===== config.mk =====
export PLATFORM = sky130hd
export DESIGN_NAME = bcd_counter_seq
export DESIGN_NICKNAME = d
export VERILOG_FILES = /design/src/rtl/bcd_counter_seq.sv
export SDC_FILE = /design/constraint.sdc
export NUM_CORES = 1
export LEC_CHECK = 0
export BUFFER_PORTS_ARGS = -buffer_cell sky130_fd_sc_hd__buf_4
export CORE_ASPECT_RATIO = 0.75
export CORE_MARGIN = 2
export CORE_UTILIZATION = 50
export DETAILED_ROUTE_END_ITERATION = 8
export PLACE_DENSITY = 0.71
export SLEW_MARGIN = 40
export SYNTH_ARGS = -nofsm -noshare
export SYNTH_HDL_FRONTEND = slang
export SYNTH_SLANG_ARGS = --single-unit

===== constraint.sdc =====
create_clock -name clk -period 3.1 [get_ports clk]
set_clock_uncertainty 0.2 [all_clocks]
set_input_delay 0.62 -clock clk [delete_from_list [all_inputs] [get_ports clk]]
set_output_delay 0.62 -clock clk [all_outputs]
set_load 0.01 [all_outputs]

===== src/rtl/bcd_counter_seq.sv =====
// -----------------------------------------------------------------------------
// bcd_counter_seq
// Binary up/down counter with load, step size and optional saturation, plus a
// sequential double-dabble converter that keeps a registered BCD copy of the
// count. The converter does one add-3/shift step per clock. It restarts on the
// latest count whenever the count has moved since the last conversion.
//
// Ports
//   clk        : clock, all state updates on the rising edge
//   rst        : synchronous active-high reset
//   en         : count enable
//   dir        : 0 = count up, 1 = count down
//   inc        : step magnitude per enabled cycle
//   ld         : load strobe (beats en)
//   ld_val     : load value
//   count_out  : registered binary count
//   bcd        : registered BCD of the last converted count, digit 0 in [3:0]
//   bcd_valid  : bcd currently equals the BCD of count_out
//   busy       : conversion in progress
// -----------------------------------------------------------------------------
module bcd_counter_seq #(
   parameter int WIDTH  = 8,
   parameter int DIGITS = 3,
   parameter int SAT    = 0
) (
   input  logic                  clk,
   input  logic                  rst,
   input  logic                  en,
   input  logic                  dir,
   input  logic [WIDTH-1:0]      inc,
   input  logic                  ld,
   input  logic [WIDTH-1:0]      ld_val,
   output logic [WIDTH-1:0]      count_out,
   output logic [4*DIGITS-1:0]   bcd,
   output logic                  bcd_valid,
   output logic                  busy
);

   localparam int STEP_W = (WIDTH > 1) ? $clog2(WIDTH) : 1;
   localparam logic [STEP_W-1:0] LAST_STEP = STEP_W'(WIDTH - 1);

   function automatic longint pow10(input int n);
      longint p;
      p = 1;
      for (int i = 0; i < n; i++) p = p * 10;
      return p;
   endfunction

   // Configuration legality: width range and enough digits for the largest count.
   if (WIDTH < 2 || WIDTH > 16) begin : g_bad_width
      $error("bcd_counter_seq: WIDTH must be in 2..16");
   end
   if (pow10(DIGITS) <= ((longint'(1) << WIDTH) - 1)) begin : g_bad_digits
      $error("bcd_counter_seq: DIGITS too small for WIDTH");
   end

   // Up step; the carry out of the WIDTH+1-bit sum flags overflow.
   function automatic logic [WIDTH-1:0] step_up(input logic [WIDTH-1:0] a,
                                                input logic [WIDTH-1:0] b);
      logic [WIDTH:0] s;
      s = {1'b0, a} + {1'b0, b};
      if ((SAT != 0) && s[WIDTH]) return '1;
      return s[WIDTH-1:0];
   endfunction

   // Down step; the borrow into bit WIDTH flags underflow.
   function automatic logic [WIDTH-1:0] step_down(input logic [WIDTH-1:0] a,
                                                  input logic [WIDTH-1:0] b);
      logic [WIDTH:0] s;
      s = {1'b0, a} - {1'b0, b};
      if ((SAT != 0) && s[WIDTH]) return '0;
      return s[WIDTH-1:0];
   endfunction

   // Double-dabble correction: any digit >= 5 gets +3 before the shift.
   function automatic logic [4*DIGITS-1:0] dabble_adj(input logic [4*DIGITS-1:0] s);
      logic [4*DIGITS-1:0] r;
      r = s;
      for (int i = 0; i < DIGITS; i++) begin
         if (s[4*i +: 4] >= 4'd5) r[4*i +: 4] = s[4*i +: 4] + 4'd3;
      end
      return r;
   endfunction

   typedef enum logic [1:0] {IDLE, SHIFT, DONE} state_t;

   state_t                r_state;
   state_t                w_state_nxt;
   logic [WIDTH-1:0]      r_count;
   logic [WIDTH-1:0]      r_src;
   logic [WIDTH-1:0]      r_shreg;
   logic [4*DIGITS-1:0]   r_scratch;
   logic [4*DIGITS-1:0]   r_bcd;
   logic [STEP_W-1:0]     r_step;
   logic [4*DIGITS-1:0]   w_adj;
   logic                  w_start;
   logic                  w_shift;
   logic                  w_commit;

   // Counter: rst > ld > en.
   always_ff @(posedge clk) begin
      if (rst)     r_count <= '0;
      else if (ld) r_count <= ld_val;
      else if (en) r_count <= dir ? step_down(r_count, inc) : step_up(r_count, inc);
   end

   // Converter state register.
   always_ff @(posedge clk) begin
      if (rst) r_state <= IDLE;
      else     r_state <= w_state_nxt;
   end

   // Converter next state and step strobes.
   always_comb begin
      w_state_nxt = r_state;
      w_start     = 1'b0;
      w_shift     = 1'b0;
      w_commit    = 1'b0;
      case (r_state)
         IDLE: begin
            if (r_count != r_src) begin
               w_state_nxt = SHIFT;
               w_start     = 1'b1;
            end
         end
         SHIFT: begin
            w_shift = 1'b1;
            if (r_step == LAST_STEP) w_state_nxt = DONE;
         end
         DONE: begin
            w_commit    = 1'b1;
            w_state_nxt = IDLE;
         end
         default: w_state_nxt = IDLE;
      endcase
   end

   assign w_adj = dabble_adj(r_scratch);

   // Converter datapath. Shift register and scratch need no reset: they are
   // always reloaded on w_start before being used.
   always_ff @(posedge clk) begin
      if (rst) begin
         r_src <= '0;
         r_bcd <= '0;
      end else begin
         if (w_start) begin
            r_src     <= r_count;
            r_shreg   <= r_count;
            r_scratch <= '0;
            r_step    <= '0;
         end else if (w_shift) begin
            {r_scratch, r_shreg} <= {w_adj, r_shreg} << 1;
            r_step               <= r_step + 1'b1;
         end
         if (w_commit) r_bcd <= r_scratch;
      end
   end

   assign count_out = r_count;
   assign bcd       = r_bcd;
   assign busy      = (r_state != IDLE);
   // Built only from registers, so no combinational path from the inputs.
   assign bcd_valid = (r_state == IDLE) && (r_src == r_count);

endmodule


Yosys cells after proc, flatten, opt, wreduce, memory -nomap -nowiden
Index checks and enable logic that the tools add are counted.
Word-level totals
  word-level logic and storage cells: 48
  output and inout bits: 22
  register bits: 53
  input port bits: 21
Cells by class
  reduce and logical (&&, ||, !) cells: 7
  bitwise operators: 1
  add/sub/neg operators: 6
  mux-type cells: 17
  magnitude comparators: 3
  equal/unequal tests: 7
Operator list (count)
  8-bit 2-to-1 mux: 5
  4-bit by 3-bit >= comparator with 1-bit output, second input constant: 3
  12-bit 2-to-1 mux: 1
  4-bit by 2-bit adder with 4-bit output, second input constant: 2
  8-bit adder: 1
  8-bit equality test: 1
  4-bit 2-to-1 mux: 2
  8-bit inequality test: 1
  8-bit subtractor: 1
  3-bit 2-to-1 mux: 2
  2-bit nonzero test: 3
  1-bit 2-to-1 mux: 4
  2-bit 2-to-1 mux: 2
  2-bit inequality test, second input constant: 2
  2-bit case mux with 2 select lines: 1
  2-bit AND reduction: 2
  3-bit by 1-bit adder with 3-bit output, second input constant: 1
  3-bit by 2-bit adder with 3-bit output, second input constant: 1
  3-bit equality test, second input constant: 1
  2-bit by 1-bit equality test with 1-bit output, second input constant: 1
  2-bit equality test, second input constant: 1
  2-bit logical NOT: 1
  1-bit logical AND: 1
  1-bit NOT: 1

Logic depth before layout (Yosys ltp)
Gate-level depths: netlist of run 1.
  word-level depth: 5
  mapped depth: 10
  gate-level depth less buffers: 10

Worst setup path after synthesis of run 1
OpenSTA, ideal clock, no wires.
  path kind: reg-to-reg
  from: reg r_count[1], in the netlist count_out[1]
  to: reg r_scratch[0] (enable)
  library setup time: 411 ps
  data required time: 2489 ps
  data arrival time: 2098 ps
  cell stages (with the launch flop): 6
  path slack: 391 ps
  cell sequence: dfxtp_1 -> xnor2_1 -> nand2_1 -> o41ai_4 -> buf_6 -> a21oi_1
On the way
  longest elaborated chain between the ends: 5
RTL lines
  from (decl): RTL line 89  | logic [WIDTH-1:0] r_count;
  from (signal assigned): RTL line 103  | else if (ld) r_count <= ld_val;
  from (signal assigned): RTL line 104  | else if (en) r_count <= dir ? step_down(r_count, inc) : step_up(r_count, inc);
  8-bit inequality test: RTL line 121  | if (r_count != r_src) begin
  1-bit 2-to-1 mux: RTL line 121
  1-bit 2-to-1 mux: RTL line 119  | case (r_state)
  2-bit nonzero test (no source line)
  2-bit AND reduction (no source line)
  to (signal assigned): RTL line 153  | {r_scratch, r_shreg} <= {w_adj, r_shreg} << 1;
  to (decl): RTL line 92  | logic [4*DIGITS-1:0] r_scratch;
Every way passes these cells.
A chain may end at the register's enable or synchronous reset.

Final worst setup path of run 1
  from: in inc[0]
  to: reg r_count[7], in the netlist count_out[7]
On the way
  longest elaborated chain between the ends: 4
  elaborated cells between the ends (all ways): 5
  classes of those cells: 2 x add/sub; 3 x mux
RTL lines
  from (decl): RTL line 30  | input logic [WIDTH-1:0] inc,
  8-bit adder / 8-bit subtractor (equally long branches): RTL line 61, 70
  8-bit 2-to-1 mux * (2 in a row): RTL line 104
  8-bit 2-to-1 mux *: RTL line 103
Every way passes the cells marked *; elsewhere a longest branch is shown, timed or not. The select of a mux whose other input is x is not followed.

==> flow_summary.json, run 1 <==
{
  "avgSynthCellArea_sq_um": 9.50,
  "h-tree-depth": 2,
  "synth_compound_area_frac": 0.127,
  "ys_seq_area_frac": 0.454,
  "pin_count": 43,
  "worstSetupStartpoint": "inc[0]",
  "vias": 2152,
  "antenna_left": 0,
  "grt_pass1_wl_mm": 9.40,
  "cts_root_buf": "clkbuf_8",
  "insertion_delay_ns": 0.30,
  "rsz0062_at_grt": "false",
  "place_hpwl_mm": 3.98,
  "fin_cells": 415,
  "slowest_delay_ns": 0.40,
  "drt_first_pass_iters": 4,
  "path_cells": "buf_4 > inv_1 > ha_1 > a31oi_1 > xnor2_1 > ha_1 > and2_1 > or4_1 > o22a_1 > nand2b_1 > o221ai_1",
  "die-area_sq_um": 6310,
  "slowest_stage": "or4_1",
  "coreArea_sq_um": 5410,
  "insertedDiodeCount": 0,
  "syn_nets": 337,
  "synthMuxAreaShare": 0.0665,
  "grt_max_degree": 33,
  "first_global_vias": 2037,
  "status": "complete, no violations",
  "wl_per_cell_um": 13.1,
  "final_common_cell": "buf_4",
  "worstSetupPathType": "in2reg",
  "area_growth_pct": 16.7,
  "period_share": 0.865,
  "vias_per_cell": 5.19,
  "slew_violations": 0,
  "vdd_drop_max_uv": 264,
  "cts-resized-gates": 0,
  "cts_buffer_depth": 2,
  "p_total_mw": 1.82,
  "worstPathRequired_ns": 3.12,
  "grtUsageMet1": 0.271,
  "grt_use_total": 0.183,
  "cts_sinks": 53,
  "crit_arrival_ns": 2.71,
  "die_w_um": 91.0,
  "numCtsBuffers": 5,
  "grt_util_met3": 0.0402,
  "nets": 377,
  "power.density_nw_per_um2": 548,
  "relSlewSlack": 0.647,
  "io_buffers": 42,
  "num-fill-cells": 464,
  "dr.first_iter.drc_count": 91,
  "antenna_found_initial": 0,
  "cap_violations": 0,
  "crit_top_cell": "ha_1",
  "die_h_um": 69.3,
  "crit_end": "count_out[7]$_SDFFE_PP0P_",
  "grt_busiest_layer": "met2",
  "synth_area_sq_um": 2840,
  "final.setup.tns_ns": 0,
  "worst_pin_slew_ns": 0.529,
  "register_area_sq_um": 1290,
  "multiInputGateArea_sq_um": 1430,
  "cp_max_fo": 4,
  "endpoint_kind": "flop",
  "critPathLaunchType": "input port",
  "synth_top_family_by_area": "simple AND/OR/NAND/NOR gates",
  "cts_setup_buffers": 0,
  "drc_errors": 0,
  "leakage_nw": 1.38,
  "dp.cells": 407,
  "synthAdderAreaFrac": 0.0775,
  "fin_crit_ns": 2.68,
  "rr_startpoint": "count_out[0]$_SDFFE_PP0P_",
  "rrSetupSlack_ns": 0.75,
  "syn_inst": 299,
  "setup_viol": 0,
  "synth-xor-area-share": 0.0586,
  "max_freq_mhz": 373,
  "start_util": 0.525,
  "routed_wl_mm": 5.46,
  "layout-drive-gt1-share": 0.191,
  "rr_worst_depth": 9,
  "final_cell_mix": "45 x buf_4, 35 x nand2_1, 34 x nor2_1, 30 x a21oi_1, 30 x dfxtp_1",
  "holdPathStages": 2,
  "postCtsHoldBufs": 0,
  "gp_congestion": 0.812,
  "yosysUniqueCellTypes": 37,
  "hold_class": "reg2reg",
  "finalHoldViolCount": 0,
  "gr-usage-met2": 0.278,
  "timing.rr.end": "count_out[6]$_SDFFE_PP0P_",
  "overflow": 0,
  "synth_warnings": 0,
  "rows": 23,
  "clk_pin_slew_ns": 0.10,
  "tritoncts": "yes",
  "synth-seq-cells": 53,
  "synth-simple-area-share": 0.171
}
## layer usage
layer | wire [um] | vias up
met5 | 0 | -
met4 | 49 | 0
met3 | 277 | 6
met2 | 2320 | 47
met1 | 2810 | 992
li1 | - | 1107
## worst max-delay path, delay by kind of cell
family          cells  cell delay, ns
compound gates      3            0.57
xor+xnor            1            0.15
fa+ha+maj           2            0.50
buf+inv             2            0.13
simple gates        3            0.73
## registers in the layout, indices dropped and copies added (netlist names)
name,cells
r_src,8
r_state,2
r_step,3
r_shreg,8
count_out,8
r_scratch,12
bcd,12
## cell type report
type | count | share of cell area
tap | 75 | 0.0283
multi-input combinational | 216 | 0.431
clock inverter | 2 | 0.00415
inverter | 18 | 0.0204
sequential | 53 | 0.389
timing repair buffer | 45 | 0.102
clock buffer | 6 | 0.0249
## stage by stage
step / setup WS (ns) / hold WS, ns / area [sq um] / util
2_1_floorplan: 0.391 / 0.281 / 2840 / -
3_3_place_gp: 0.219 / 0.244 / 3220 / 0.594
3_5_place_dp: 0.148 / 0.249 / 3220 / 0.594
4_1_cts: 0.449 / 0.262 / 3310 / 0.612
5_1_grt: 0.298 / 0.280 / 3320 / 0.613
6_report: 0.417 / 0.260 / 3320 / 0.613
## how the worst min path moves through the flow
| stage | slack, ns | startpoint | to |
|---|---|---|---|
| global route | 0.28 | bcd[2]$_SDFFE_PP0N_ | bcd[2]$_SDFFE_PP0N_ |
| floorplan | 0.28 | bcd[0]$_SDFFE_PP0N_ | bcd[0]$_SDFFE_PP0N_ |
| CTS | 0.26 | bcd[4]$_SDFFE_PP0N_ | bcd[4]$_SDFFE_PP0N_ |
| global placement | 0.24 | bcd[4]$_SDFFE_PP0N_ | bcd[4]$_SDFFE_PP0N_ |
| finish | 0.26 | bcd[0]$_SDFFE_PP0N_ | bcd[0]$_SDFFE_PP0N_ |
| detailed placement | 0.25 | bcd[4]$_SDFFE_PP0N_ | bcd[4]$_SDFFE_PP0N_ |
## synthesized netlist by cell type, drive strengths merged
library cell / n / area share
and2: 5 / 0.011
mux2: 7 / 0.028
o22a: 1 / 0.0031
ha: 16 / 0.070
o21ai: 4 / 0.0070
a31oi: 3 / 0.0066
a211oi: 4 / 0.011
o31a: 2 / 0.0062
nor4: 1 / 0.0022
a21oi: 31 / 0.055
o221ai: 1 / 0.0031
nor2b: 7 / 0.015
nand2b: 5 / 0.011
dfxtp: 30 / 0.21
nor2: 35 / 0.046
o41ai: 1 / 0.0097
nand3: 2 / 0.0035
inv: 18 / 0.024
a221oi: 2 / 0.0062
o31ai: 1 / 0.0026
a311oi: 1 / 0.0031
mux2i: 11 / 0.039
edfxtp: 23 / 0.24
o21a: 2 / 0.0053
nor3: 7 / 0.012
or2: 1 / 0.0022
o21bai: 2 / 0.0053
o211a: 1 / 0.0035
nand2: 35 / 0.046
nor3b: 5 / 0.013
or3: 1 / 0.0022
or4: 2 / 0.0053
fa: 1 / 0.0070
buf: 3 / 0.0097
clkbuf: 9 / 0.012
xnor2: 19 / 0.059
## power by group
group,internal [mW],switching [mW]
registers,0.836,0.0659
logic,0.240,0.266
clock network,0.182,0.226
## cells by family after synthesis
group	Yosys count
fa+ha+maj	17
compound gates	56
flops	53
xor+xnor	19
mux	18
simple gates	106
buf+inv	30
No activity file was read; power rests on OpenSTA's default activity.
==> inputs of run 2 (changes only) <==
Settings changed: CORE_MARGIN 2 to default, CTS_CLUSTER_SIZE from default to 40, PLACE_DENSITY 0.71 to 0.75.
==> run 2 against run 1 <==
Largest cell class unchanged; largest power group unchanged; sequential power rose by 0.4%; clock power grew 16%; via count grew 0.56%; non-clock buffer count unchanged; total power is 4.1% higher; die area is 5.0% lower; worst hold slack lost 0.00051 ns; global-route usage up 1.5 points; worst setup slack improved by 0.029 ns; combinational power up 1%.
==> flow_summary.json, run 2 (synthesis gave the netlist of run 1 again) <==
{
  "finalHoldViolCount": 0,
  "cts_root_buf": "clkbuf_8",
  "routed_wl_mm": 5.61,
  "antenna_left": 0,
  "cap_violations": 0,
  "cts_setup_buffers": 0,
  "fin_crit_ns": 2.65,
  "rsz0062_at_grt": "false",
  "io_buffers": 42,
  "period_share": 0.856,
  "final_cell_area_sq_um": 3340,
  "pin_count": 43,
  "crit_top_cell": "ha_1",
  "grt_max_degree": 33,
  "tritoncts": "yes",
  "cts_sinks": 53,
  "antenna_found_initial": 0,
  "insertedDiodeCount": 0,
  "setup_viol": 0,
  "area_growth_pct": 17.4,
  "slew_violations": 0,
  "final_cell_mix": "45 x buf_4, 35 x nand2_1, 34 x nor2_1, 30 x a21oi_1, 30 x dfxtp_1",
  "worstSetupPathType": "in2reg",
  "crit_buf_inv": 2,
  "postCtsHoldBufs": 0,
  "grt_use_total": 0.198,
  "gp_congestion": 0.847,
  "critPathTopFamily": "simple AND/OR/NAND/NOR gates",
  "die_w_um": 89.0,
  "endpoint_kind": "flop",
  "leakage_nw": 1.38,
  "worstPathRequired_ns": 3.12,
  "power.density_nw_per_um2": 567,
  "nets": 377,
  "path_cells": "buf_4 > inv_1 > ha_1 > a31oi_1 > xnor2_1 > ha_1 > and2_1 > or4_1 > o22a_1 > nand2b_1 > o221ai_1",
  "crit_arrival_ns": 2.68,
  "drt_first_pass_iters": 4,
  "drc_errors": 0,
  "place_hpwl_mm": 4.11,
  "first_global_vias": 1929,
  "slowest_delay_ns": 0.40,
  "layout-drive-gt1-share": 0.191,
  "vdd_drop_max_uv": 272,
  "post_dp_cell_area_sq_um": 3220,
  "coreArea_sq_um": 5410,
  "max_freq_mhz": 377,
  "cp_max_fo": 4,
  "grt_pass1_wl_mm": 8.97,
  "vias_per_cell": 5.21,
  "dr.first_iter.drc_count": 126,
  "status": "complete, no violations",
  "vias": 2164,
  "h-tree-depth": 2,
  "fin_cells": 415,
  "final.setup.tns_ns": 0,
  "relSlewSlack": 0.655,
  "slowest_stage": "or4_1",
  "wl_per_cell_um": 13.5,
  "numCtsBuffers": 5,
  "die_h_um": 67.3,
  "die-area_sq_um": 5990,
  "rows": 23,
  "cts_buffer_depth": 2,
  "start_util": 0.525,
  "dp.cells": 407,
  "overflow": 0,
  "critPathLaunchType": "input port",
  "hold_class": "reg2reg",
  "worst_pin_slew_ns": 0.515,
  "final_common_cell": "buf_4",
  "cts-resized-gates": 0,
  "insertion_delay_ns": 0.30,
  "clk_pin_slew_ns": 0.09
}
## run 2: worst paths after layout
kind / start / endpoint / slack (ns) / cells after the start
max reg2reg: count_out[0]$_SDFFE_PP0P_ / count_out[6]$_SDFFE_PP0P_ / 0.73 / 9
min: bcd[5]$_SDFFE_PP0N_ / bcd[5]$_SDFFE_PP0N_ / 0.26 / 2
min reg2reg: bcd[5]$_SDFFE_PP0N_ / bcd[5]$_SDFFE_PP0N_ / 0.26 / 2
max: inc[0] / count_out[7]$_SDFFE_PP0P_ / 0.45 / 11
## run 2: power breakdown
group	switching (mW)	leakage [nW]	total (mW)	internal, mW
clock network	0.231	0.0543	0.473	0.242
logic	0.271	0.856	0.513	0.242
registers	0.0686	0.472	0.906	0.837
## run 2: layout make-up
| cell class | instances | area [sq um] |
|---|---|---|
| clock inverter | 3 | 46.3 |
| multi-input combinational | 216 | 1430 |
| clock buffer | 5 | 68.8 |
| inverter | 18 | 67.6 |
| timing repair buffer | 45 | 338 |
| tap | 75 | 93.8 |
| fill | 476 | 2070 |
| sequential | 53 | 1290 |
## run 2: metal layers
metal	global-route usage	up-vias	routed length [um]
li1	-	1110	-
met5	0	-	0
met3	0.0403	4	301
met4	0.0496	0	32
met2	0.296	45	2410
met1	0.292	1005	2860
## run 2: tightest hold or removal path, delay by kind of cell (launching register included)
family,cells,cell delay [ns]
AO/OA/AOI/OAI,1,0.05
AND/OR/NAND/NOR,1,0.05
flip-flops,1,0.32
## run 2: metrics by stage
stage / power, mW / setup WS [ns] / utilization / hold WS, ns
global placement: 1.41 / 0.216 / 0.594 / 0.244
global route: 2.00 / 0.315 / 0.617 / 0.289
finish: 1.89 / 0.446 / 0.617 / 0.259
detailed placement: 1.43 / 0.140 / 0.594 / 0.248
floorplan: 1.29 / 0.391 / - / 0.281
CTS: 1.90 / 0.456 / 0.616 / 0.263
==> inputs of run 3 (changes only) <==
Settings changed: RECOVER_POWER from default to 50.
==> run 3 against run 2 <==
Worst setup slack better by 0.0047 ns; worst hold slack worse by 0.00087 ns; sequential power about the same; critical path depth did not move; design area fell by 3.3%; combinational power fell by 5.7%; via count grew 0.88%; clock-buffer cell count unchanged.
==> flow_summary.json, run 3 (synthesis gave the netlist of run 1 again) <==
{
  "status": "complete, no violations",
  "io_buffers": 42,
  "place_hpwl_mm": 4.11,
  "final_cell_area_sq_um": 3230,
  "finalHoldViolCount": 0,
  "power.density_nw_per_um2": 578,
  "insertion_delay_ns": 0.30,
  "wl_per_cell_um": 13.5,
  "cap_violations": 0,
  "tritoncts": "yes",
  "worst_pin_slew_ns": 0.850,
  "hold_class": "reg2reg",
  "p_total_mw": 1.86,
  "setup_viol": 0,
  "first_global_vias": 1929,
  "antenna_found_initial": 0,
  "rsz0062_at_grt": "false",
  "area_growth_pct": 13.5,
  "insertedDiodeCount": 0,
  "rr_worst_depth": 6,
  "clk_pin_slew_ns": 0.10,
  "vias_per_cell": 5.26,
  "rows": 23,
  "post_dp_cell_area_sq_um": 3220,
  "postCtsHoldBufs": 0,
  "cts_buffer_depth": 2,
  "cts-resized-gates": 0,
  "num-fill-cells": 503,
  "start_util": 0.525,
  "die_w_um": 89.0,
  "cts_root_buf": "clkbuf_8",
  "gr-usage-met2": 0.296,
  "gp_congestion": 0.847,
  "die_h_um": 67.3,
  "relSlewSlack": 0.432,
  "h-tree-depth": 2,
  "grt_use_total": 0.198,
  "layout-drive-gt1-share": 0.115,
  "final_core_util": 0.596,
  "worstSetupPathType": "in2reg",
  "grt_util_met3": 0.0403,
  "drc_errors": 0,
  "fin_crit_ns": 2.65,
  "pin_count": 43,
  "drt_first_pass_iters": 4,
  "vdd_drop_max_uv": 260,
  "vias": 2183,
  "slew_violations": 0,
  "holdPathStages": 2,
  "cp_max_fo": 4,
  "dr.first_iter.drc_count": 158,
  "routed_wl_mm": 5.62,
  "max_freq_mhz": 377,
  "grt_pass1_wl_mm": 8.97,
  "die-area_sq_um": 5990,
  "grt_max_degree": 33,
  "final_cell_mix": "35 x nor2_1, 35 x nand2_1, 31 x a21oi_1, 30 x dfxtp_1",
  "overflow": 0,
  "cts_setup_buffers": 0,
  "final.setup.tns_ns": 0,
  "coreArea_sq_um": 5410,
  "worstPathRequired_ns": 3.12,
  "leakage_nw": 1.28,
  "cts_sinks": 53,
  "crit_arrival_ns": 2.67,
  "grtUsageMet1": 0.292,
  "grt_busiest_layer": "met2",
  "period_share": 0.855,
  "critPathLaunchType": "input port",
  "nets": 377,
  "antenna_left": 0,
  "numCtsBuffers": 5,
  "endpoint_kind": "flop"
}
## run 3: changes by cell type in the layout (fill, tap and decap cells not counted), moves of 3 or more
cell / previous run / this run
and2_0: 0 / 3
buf_4: 45 / 23
clkbuf_1: 0 / 22
and2_1: 5 / 2
## run 3: where the power goes
group | internal (mW) | switching [mW] | total (mW)
combinational | 0.222 | 0.261 | 0.484
sequential | 0.837 | 0.0675 | 0.905
clock | 0.242 | 0.233 | 0.475
total | 1.30 | 0.562 | 1.86
## run 3: critical path, cell delays in order
cell and delay [ns]:
buf_4 0.09, inv_1 0.04, ha_1 0.23, a31oi_1 0.21
xnor2_1 0.14, ha_1 0.28, and2_1 0.19, or4_1 0.40
o22a_1 0.18, nand2b_1 0.14, o221ai_1 0.14
## run 3: final cells by class
class / count / area, sq um / share of cell area
clock buffers: 5 / 68.8 / 0.0213
flip-flops and latches: 53 / 1290 / 0.400
well taps: 75 / 93.8 / 0.0291
inverters: 18 / 67.6 / 0.0209
multi-input cells: 216 / 1400 / 0.435
repair buffers: 45 / 255 / 0.0791
clock inverters: 3 / 46.3 / 0.0144
## run 3: metrics by stage
step                cells  hold slack [ns]  setup slack, ns
CTS                   415            0.263            0.456
global route          415            0.287            0.311
floorplan             299            0.281            0.391
detailed placement    407            0.248            0.140
finish                415            0.258            0.451
global placement      407            0.244            0.216
## run 3: per-layer routing
metal / part of all wire / up-vias
li1: - / 1109
met1: 0.51 / 1026
met2: 0.44 / 44
met3: 0.045 / 4
met4: 0.0055 / 0
met5: 0 / -
## run 3: worst paths after layout
check                             from                         to  slack, ns
min                bcd[5]$_SDFFE_PP0N_        bcd[5]$_SDFFE_PP0N_       0.26
max                             inc[0]  count_out[7]$_SDFFE_PP0P_       0.45
max reg2reg  count_out[2]$_SDFFE_PP0P_       r_shreg[6]$_DFFE_PP_       0.46
min reg2reg        bcd[5]$_SDFFE_PP0N_        bcd[5]$_SDFFE_PP0N_       0.26
